$ cat config.mk
export PLATFORM = sky130hd
export DESIGN_NAME = spike_window_monitor
export DESIGN_NICKNAME = d
export VERILOG_FILES = /design/src/rtl/spike_window_monitor.sv
export SDC_FILE = /design/constraint.sdc
export NUM_CORES = 1
export LEC_CHECK = 0
export CAP_MARGIN = 5
export CORE_MARGIN = 3
export CORE_UTILIZATION = 50
export CTS_BUF_LIST = sky130_fd_sc_hd__clkbuf_8
export DETAILED_ROUTE_END_ITERATION = 6
export PLACE_DENSITY = 0.77
export SLEW_MARGIN = 15
export SYNTH_ARGS = -nofsm -noshare
export SYNTH_HDL_FRONTEND = slang
export SYNTH_SLANG_ARGS = --single-unit
$ cat constraint.sdc
create_clock -name clk -period 3.1 [get_ports clk]
set_input_delay 0.93 -clock clk [delete_from_list [all_inputs] [get_ports clk]]
set_output_delay 0.93 -clock clk [all_outputs]
set_load 0.005 [all_outputs]
$ cat src/rtl/spike_window_monitor.sv
// rtl/spike_window_monitor.sv - windowed spike count, peak potential and minimum ISI monitor
module spike_window_monitor #(
    parameter int WINDOW_W = 8,
    parameter int CNT_W    = 6,
    parameter int U_W      = 3
) (
    input  logic                clk,
    input  logic                reset,
    input  logic                spike_in,
    input  logic [U_W-1:0]      u_in,
    input  logic [WINDOW_W-1:0] window_len,
    input  logic                start,
    output logic                busy,
    output logic                result_valid,
    input  logic                result_ready,
    output logic [CNT_W-1:0]    spike_count,
    output logic                overflow,
    output logic [U_W-1:0]      max_u,
    output logic [CNT_W-1:0]    isi_min
);

    localparam logic [CNT_W-1:0]    CNT_MAX = {CNT_W{1'b1}};
    localparam logic [WINDOW_W-1:0] WIN_ONE = WINDOW_W'(1);

    typedef enum logic [1:0] {
        IDLE = 2'd0,
        RUN  = 2'd1,
        HOLD = 2'd2
    } state_t;

    state_t              state;
    state_t              state_next;
    logic [WINDOW_W-1:0] win_cnt;
    logic [CNT_W-1:0]    isi_cnt;
    logic                seen_spike;
    logic                accept;
    logic [CNT_W-1:0]    isi_sample;

    assign accept = (state == IDLE) && start && (window_len != '0);

    // Interval to the previous spike, counting the current sample.
    assign isi_sample = (isi_cnt == CNT_MAX) ? CNT_MAX : isi_cnt + 1'b1;

    always_comb begin
        state_next = state;
        case (state)
            IDLE: begin
                if (accept) begin
                    state_next = RUN;
                end
            end
            RUN: begin
                if (win_cnt == WIN_ONE) begin
                    state_next = HOLD;
                end
            end
            HOLD: begin
                if (result_ready) begin
                    state_next = IDLE;
                end
            end
            default: state_next = IDLE;
        endcase
    end

    always_ff @(posedge clk) begin
        if (reset) begin
            state <= IDLE;
        end else begin
            state <= state_next;
        end
    end

    // Status flags are flopped from the next state so they track the FSM without decode logic.
    always_ff @(posedge clk) begin
        if (reset) begin
            busy         <= 1'b0;
            result_valid <= 1'b0;
        end else begin
            busy         <= (state_next != IDLE);
            result_valid <= (state_next == HOLD);
        end
    end

    always_ff @(posedge clk) begin
        if (reset) begin
            win_cnt     <= '0;
            isi_cnt     <= '0;
            seen_spike  <= 1'b0;
            spike_count <= '0;
            overflow    <= 1'b0;
            max_u       <= '0;
            isi_min     <= CNT_MAX;
        end else if (accept) begin
            win_cnt     <= window_len;
            isi_cnt     <= '0;
            seen_spike  <= 1'b0;
            spike_count <= '0;
            overflow    <= 1'b0;
            max_u       <= '0;
            isi_min     <= CNT_MAX;
        end else if (state == RUN) begin
            win_cnt <= win_cnt - 1'b1;
            if (u_in > max_u) begin
                max_u <= u_in;
            end
            if (spike_in) begin
                if (spike_count == CNT_MAX) begin
                    overflow <= 1'b1;
                end else begin
                    spike_count <= spike_count + 1'b1;
                end
                if (seen_spike && (isi_sample < isi_min)) begin
                    isi_min <= isi_sample;
                end
                isi_cnt    <= '0;
                seen_spike <= 1'b1;
            end else begin
                isi_cnt <= isi_sample;
            end
        end
    end

endmodule

==> impl_metrics.ini, run 1 <==
[yosys]
ys_types = 42
synth_area_mm2 = 0.001803
synthArstFlopShare_pct = 0
synth_fp_nets = 230
synth_area_per_cell_um2 = 8.926
synth_area_leaders = dfxtp_1, ha_1, nor2_1
synth_area_leader_cell = dfxtp_1
synth_ff_type = dfxtp_1
synthTopCellsByCount = dfxtp_1, nor2_1, ha_1, inv_1
synth_edf_count = 0
ys_seq_area_share_pct = 38.86
synth_cells = 202
synthMostInstantiatedCell = dfxtp_1
yosys_warnings = 0
synth-seq-cells = 35
synth_top_area_share_pct = 38.86

[pwr]
p_leak_nw = 0.9446
worst_ir_drop_vdd_uv = 314.0
power_density_mw_per_mm2 = 420.2
report.power.total_uw = 954.3

[drt]
drt-total-wl_um = 3649
drtAntennaViolNets = 0
wl_per_cell_um = 12.63
drc = 0
first_iter_violations = 86
routed-via-count = 1538
dr.pass1.iters = 4
vias_per_cell = 5.322

[placed_design]
place_area_mm2 = 0.002187
io_buffers = 33
hpwl_um = 2783
gp_congestion = 0.8608
place_inst = 281
pre_cts_slack_ns = 0.3128

[floorplanning]
initial_utilization_pct = 52.78
dieWidth_um = 66.05
core_mm2 = 0.003416
std_cell_rows = 21
die_h_um = 66.05
die-area_mm2 = 0.004363
io_pins = 34

[timing]
rsz0062_at_grt = false
period_needed_ns = 2.769
tightest_slew_ns = 0.6003
setup_ws_ns = 0.3312
fmax_ghz = 0.3612
post-route-period-util_pct = 89.32
setup_violations = 0
slew_violations = 0
slew_headroom_pct = 59.79
hold_slack_ns = 0.4732
fin_skew_ns = 0.006281
hold_viol = 0
setup_tns_ns = 0

[worst_setup_path]
arrival_ns = 2.94
crit_path_max_fanout = 5
critical_path_class = flip-flop to flip-flop
critPathCaptureType = flip-flop
worstPathRequired_ns = 3.27
startpoint_type = flip-flop
r2r_slack_ns = 0.33

[global_routing]
antenna_found_initial = 0
grt_pass1_wl_um = 6361
grt_usage_pct = 18.42
grt_pass1_vias = 1472
grt_max_degree = 16
overflow = 0

[min_path]
hp-class = flip-flop to flip-flop

[layout]
final_area_mm2 = 0.002271
diodes = 0
drive_above_1_share_pct = 10.29
nets = 270
post-route-util_pct = 66.48
instances_no_fill = 289
area_growth_pct = 25.95

[flow_run]
max_cap_violations = 0

[clock_network]
cts_tree = done
cts_max_path_buffers = 2
hold_buffers = 0
postCtsResizedCells = 0
cts_max_level = 2
cts.sinks = 35
clockRootBuffer = clkbuf_8
clk_latency_ns = 0.28
post_cts_buffers = 0
numCtsBuffers = 5
clk_pin_slew_ns = 0.07

[run_status]
status = finished, final reports clean
==> layer usage <==
layer / vias up / track usage [%] / routed length, µm
met2: 29 / 32.17 / 1799
met1: 707 / 22.52 / 1666
li1: 798 / - / -
met3: 4 / 4.082 / 152
met4: 0 / 5.330 / 30
met5: - / 0 / 0
==> flip-flops by register name, summed over array words and instances, names as in the netlist, 2 cells and up <==
| signal | cells |
|---|---|
| max_u | 3 |
| isi_min | 6 |
| state | 2 |
| spike_count | 6 |
| isi_cnt | 6 |
| win_cnt | 8 |
==> final timing paths <==
check | startpoint | endpoint | cells after the start
worst min-delay path | win_cnt[7] | win_cnt[7] | 2
worst min register to register | win_cnt[7] | win_cnt[7] | 2
worst max register to register | isi_cnt[0] | isi_min[5] | 10
worst max-delay path | isi_cnt[0] | isi_min[5] | 10
==> kinds of logic after synthesis <==
family | count (synthesis) | synth area share [%]
AND/OR/NAND/NOR | 82 | 23.25
XOR/XNOR | 7 | 3.400
buffers and inverters | 17 | 4.788
multiplexers | 9 | 5.066
adder cells (fa/ha/maj) | 12 | 8.327
AO/OA/AOI/OAI | 40 | 16.31
flip-flops | 35 | 38.86
==> layout make-up <==
cell class	count	area (µm²)
clock buffers	5	68.82
clock inverters	3	15.01
fillers	287	1145
inverters	12	45.04
multi-input cells	150	1016
flip-flops and latches	35	700.7
well taps	46	57.56
repair buffers	38	367.9
==> placed cells by master, fill, tap and decap left out, types with 3 or more instances in the layout <==
| master | Yosys | layout |
|---|---|---|
| a21oi_1 | 11 | 11 |
| a22oi_1 | 6 | 6 |
| a31oi_1 | 3 | 3 |
| and3_1 | 4 | 4 |
| buf_4 | 0 | 5 |
| clkbuf_8 | 0 | 5 |
| clkdlybuf4s50_1 | 0 | 33 |
| clkinv_2 | 0 | 3 |
| dfxtp_1 | 35 | 35 |
| ha_1 | 12 | 12 |
| inv_1 | 12 | 12 |
| mux2i_1 | 8 | 8 |
| nand2_1 | 11 | 11 |
| nand2b_1 | 3 | 3 |
| nand3_1 | 7 | 7 |
| nand3b_1 | 4 | 4 |
| nand4_1 | 5 | 5 |
| nor2_1 | 33 | 33 |
| nor2_2 | 3 | 3 |
| o21a_1 | 5 | 5 |
| xor2_1 | 5 | 5 |
==> worst max-delay path: stages, from the launching register on <==
cell       delay [ns]
dfxtp_1          0.40
ha_1             0.22
and3_1           0.23
nand3_1          0.18
nand2b_1         0.20
ha_1             0.27
a21boi_0         0.12
a2111oi_0        0.38
a221o_1          0.25
nand2_1          0.10
a211o_1          0.31
==> power by group <==
part           internal [mW]  leakage, nW  switching [mW]  total (mW)
Sequential             0.469        0.285          0.0165       0.486
Combinational         0.0733        0.612          0.0808       0.154
Clock                  0.154       0.0477           0.161       0.315
Total                  0.696        0.945           0.258       0.954
Power figures use the tool's default switching activity.
==> run 2: changes to the inputs <==
--- a/config.mk
+++ b/config.mk
@@ -7,11 +7,12 @@
 export LEC_CHECK = 0
 export CAP_MARGIN = 5
 export CORE_MARGIN = 3
-export CORE_UTILIZATION = 50
+export CORE_UTILIZATION = 54
 export CTS_BUF_LIST = sky130_fd_sc_hd__clkbuf_8
 export DETAILED_ROUTE_END_ITERATION = 6
-export PLACE_DENSITY = 0.77
+export PLACE_DENSITY = 0.82
 export SLEW_MARGIN = 15
 export SYNTH_ARGS = -nofsm -noshare
 export SYNTH_HDL_FRONTEND = slang
 export SYNTH_SLANG_ARGS = --single-unit
+export TNS_END_PERCENT = 1
==> run 2 against run 1 <==
- setup slack improved by 0.027 ns
- critical path depth unchanged
- largest cell class unchanged
- clock-buffer cell count unchanged
- global-route usage grew 2.2 points
- register-to-register slack better by 0.03 ns
- sequential cell count unchanged
- power shrank 0.47%
- via count is 2.8% higher
- non-clock buffer count stayed put
==> impl_metrics.ini, run 2 (synthesis results as in run 1) <==
[drt]
wl_per_cell_um = 13.46
first_iter_violations = 105
drt-total-wl_um = 3864
dr.pass1.iters = 4
routed-via-count = 1581
vias_per_cell = 5.509
drc = 0
drtAntennaViolNets = 0

[timing]
slew_headroom_pct = 61.36
tightest_slew_ns = 0.5770
rsz0062_at_grt = false
hold_viol = 0
period_needed_ns = 2.742
fin_skew_ns = 0.004413
setup_tns_ns = 0
hold_slack_ns = 0.4831
fmax_ghz = 0.3647
slew_violations = 0
post-route-period-util_pct = 88.44
setup_violations = 0

[pwr]
p_seq_share_pct = 51.3
p_leak_nw = 0.9475
report.power.total_uw = 949.9
p_clk_share_pct = 32.4
intPower_uw = 693.5
worst_ir_drop_vdd_uv = 255.7
p_switching_uw = 256.3
swShare_pct = 26.99
pwr-share-comb_pct = 16.3
power_density_mw_per_mm2 = 419.2

[floorplanning]
io_pins = 34
dieWidth_um = 63.78
die-area_mm2 = 0.004068
initial_utilization_pct = 57.64
core_mm2 = 0.003128
std_cell_rows = 20
die_h_um = 63.78

[global_routing]
grt_pass1_vias = 1542
grt_pass1_wl_um = 6720
grt.busiest_layer = met2
antenna_found_initial = 0
overflow = 0
grt_usage_pct = 20.66
use_met3_pct = 4.394
met2_usage_pct = 32.26
grt_max_degree = 17
met1_usage_pct = 26.51

[clock_network]
cts.sinks = 35
hold_buffers = 0
cts_max_path_buffers = 2
cts_tree = done
cts_max_level = 2
clk_pin_slew_ns = 0.07
numCtsBuffers = 5
clk_latency_ns = 0.28
clockRootBuffer = clkbuf_8
post_cts_buffers = 0
postCtsResizedCells = 0

[worst_setup_path]
crit_path_frequent_cell = ha_1
arrival_ns = 2.92
slowest_stage = dfxtp_1
startpoint_type = flip-flop
worstPathRequired_ns = 3.28
critPathCaptureType = flip-flop
path_cells = ha_1 -> and3_1 -> nand3_1 -> nand2b_1 -> ha_1 -> a21boi_0 -> a2111oi_0 -> a221o_1 -> nand2_1 -> a211o_1
slowest_delay_ns = 0.40
crit_path_max_fanout = 5
critical_path_class = flip-flop to flip-flop

[flow_run]
max_cap_violations = 0

[placed_design]
gp_congestion = 0.8991
place_inst = 279
io_buffers = 33
place_area_mm2 = 0.002185
hpwl_um = 2854

[layout]
area_growth_pct = 25.68
final_cell_mix = dfxtp_1, nor2_1, clkdlybuf4s50_1
largest_reg_flops = 8
layout_commonest_cell = dfxtp_1
final_area_mm2 = 0.002266
top_register = win_cnt
instances_no_fill = 287
drive_above_1_share_pct = 9.465
nets = 270
diodes = 0

[run_status]
status = finished, final reports clean

[min_path]
hp-class = flip-flop to flip-flop
run 2: changes by cell type in the layout (fill, tap and decap cells not counted):
| cell | previous run | this run |
|---|---|---|
| clkinv_2 | 3 | 1 |
| inv_1 | 12 | 14 |
run 2: metrics by stage:
stage / worst slack, ns / util, %
4_1_cts: 0.3584 / 72.44
3_5_place_dp: 0.2807 / 69.84
2_1_floorplan: 0.5461 / -
5_1_grt: 0.1110 / 72.44
6_report: 0.3584 / 72.44
3_3_place_gp: 0.3312 / 69.84
run 2: path summary, 6_finish.rpt:
kind | startpoint | slack, ns | cells past startpoint | end
worst max-delay path | isi_cnt[0] | 0.36 | 10 | isi_min[4]
worst min-delay path | win_cnt[7] | 0.48 | 2 | win_cnt[7]
worst max register to register | isi_cnt[0] | 0.36 | 10 | isi_min[4]
worst min register to register | win_cnt[7] | 0.48 | 2 | win_cnt[7]
run 2: power groups by stage:
| stage | registers, mW | clock network (mW) | logic (mW) |
|---|---|---|---|
| 2_1_floorplan | 0.492 | 0 | 0.103 |
| 3_3_place_gp | 0.495 | 0 | 0.151 |
| 3_5_place_dp | 0.496 | 0 | 0.154 |
| 4_1_cts | 0.486 | 0.317 | 0.155 |
| 5_1_grt | 0.489 | 0.332 | 0.173 |
| 6_report | 0.487 | 0.308 | 0.155 |
run 2: routing by layer:
layer / vias up / share of wire (%) / wire, µm
li1: 798 / - / -
met4: 0 / 2.1 / 83
met1: 731 / 49 / 1877
met5: - / 0 / 0
met3: 11 / 4.8 / 186
met2: 41 / 44 / 1716
run 2: critical path, delay by kind of cell, from the launching register on:
kind | cells | cell delay (ns)
AO/OA/AOI/OAI | 4 | 1.07
AND/OR/NAND/NOR | 4 | 0.69
adder cells (fa/ha/maj) | 2 | 0.48
flip-flops | 1 | 0.40
run 2: area by class of cell:
type | count | area [µm²]
Fill cell | 248 | 862.1
Clock inverter | 3 | 12.51
Multi-Input combinational cell | 150 | 1016
Timing Repair Buffer | 38 | 367.9
Inverter | 12 | 45.04
Tap cell | 44 | 55.05
Sequential cell | 35 | 700.7
Clock buffer | 5 | 68.82
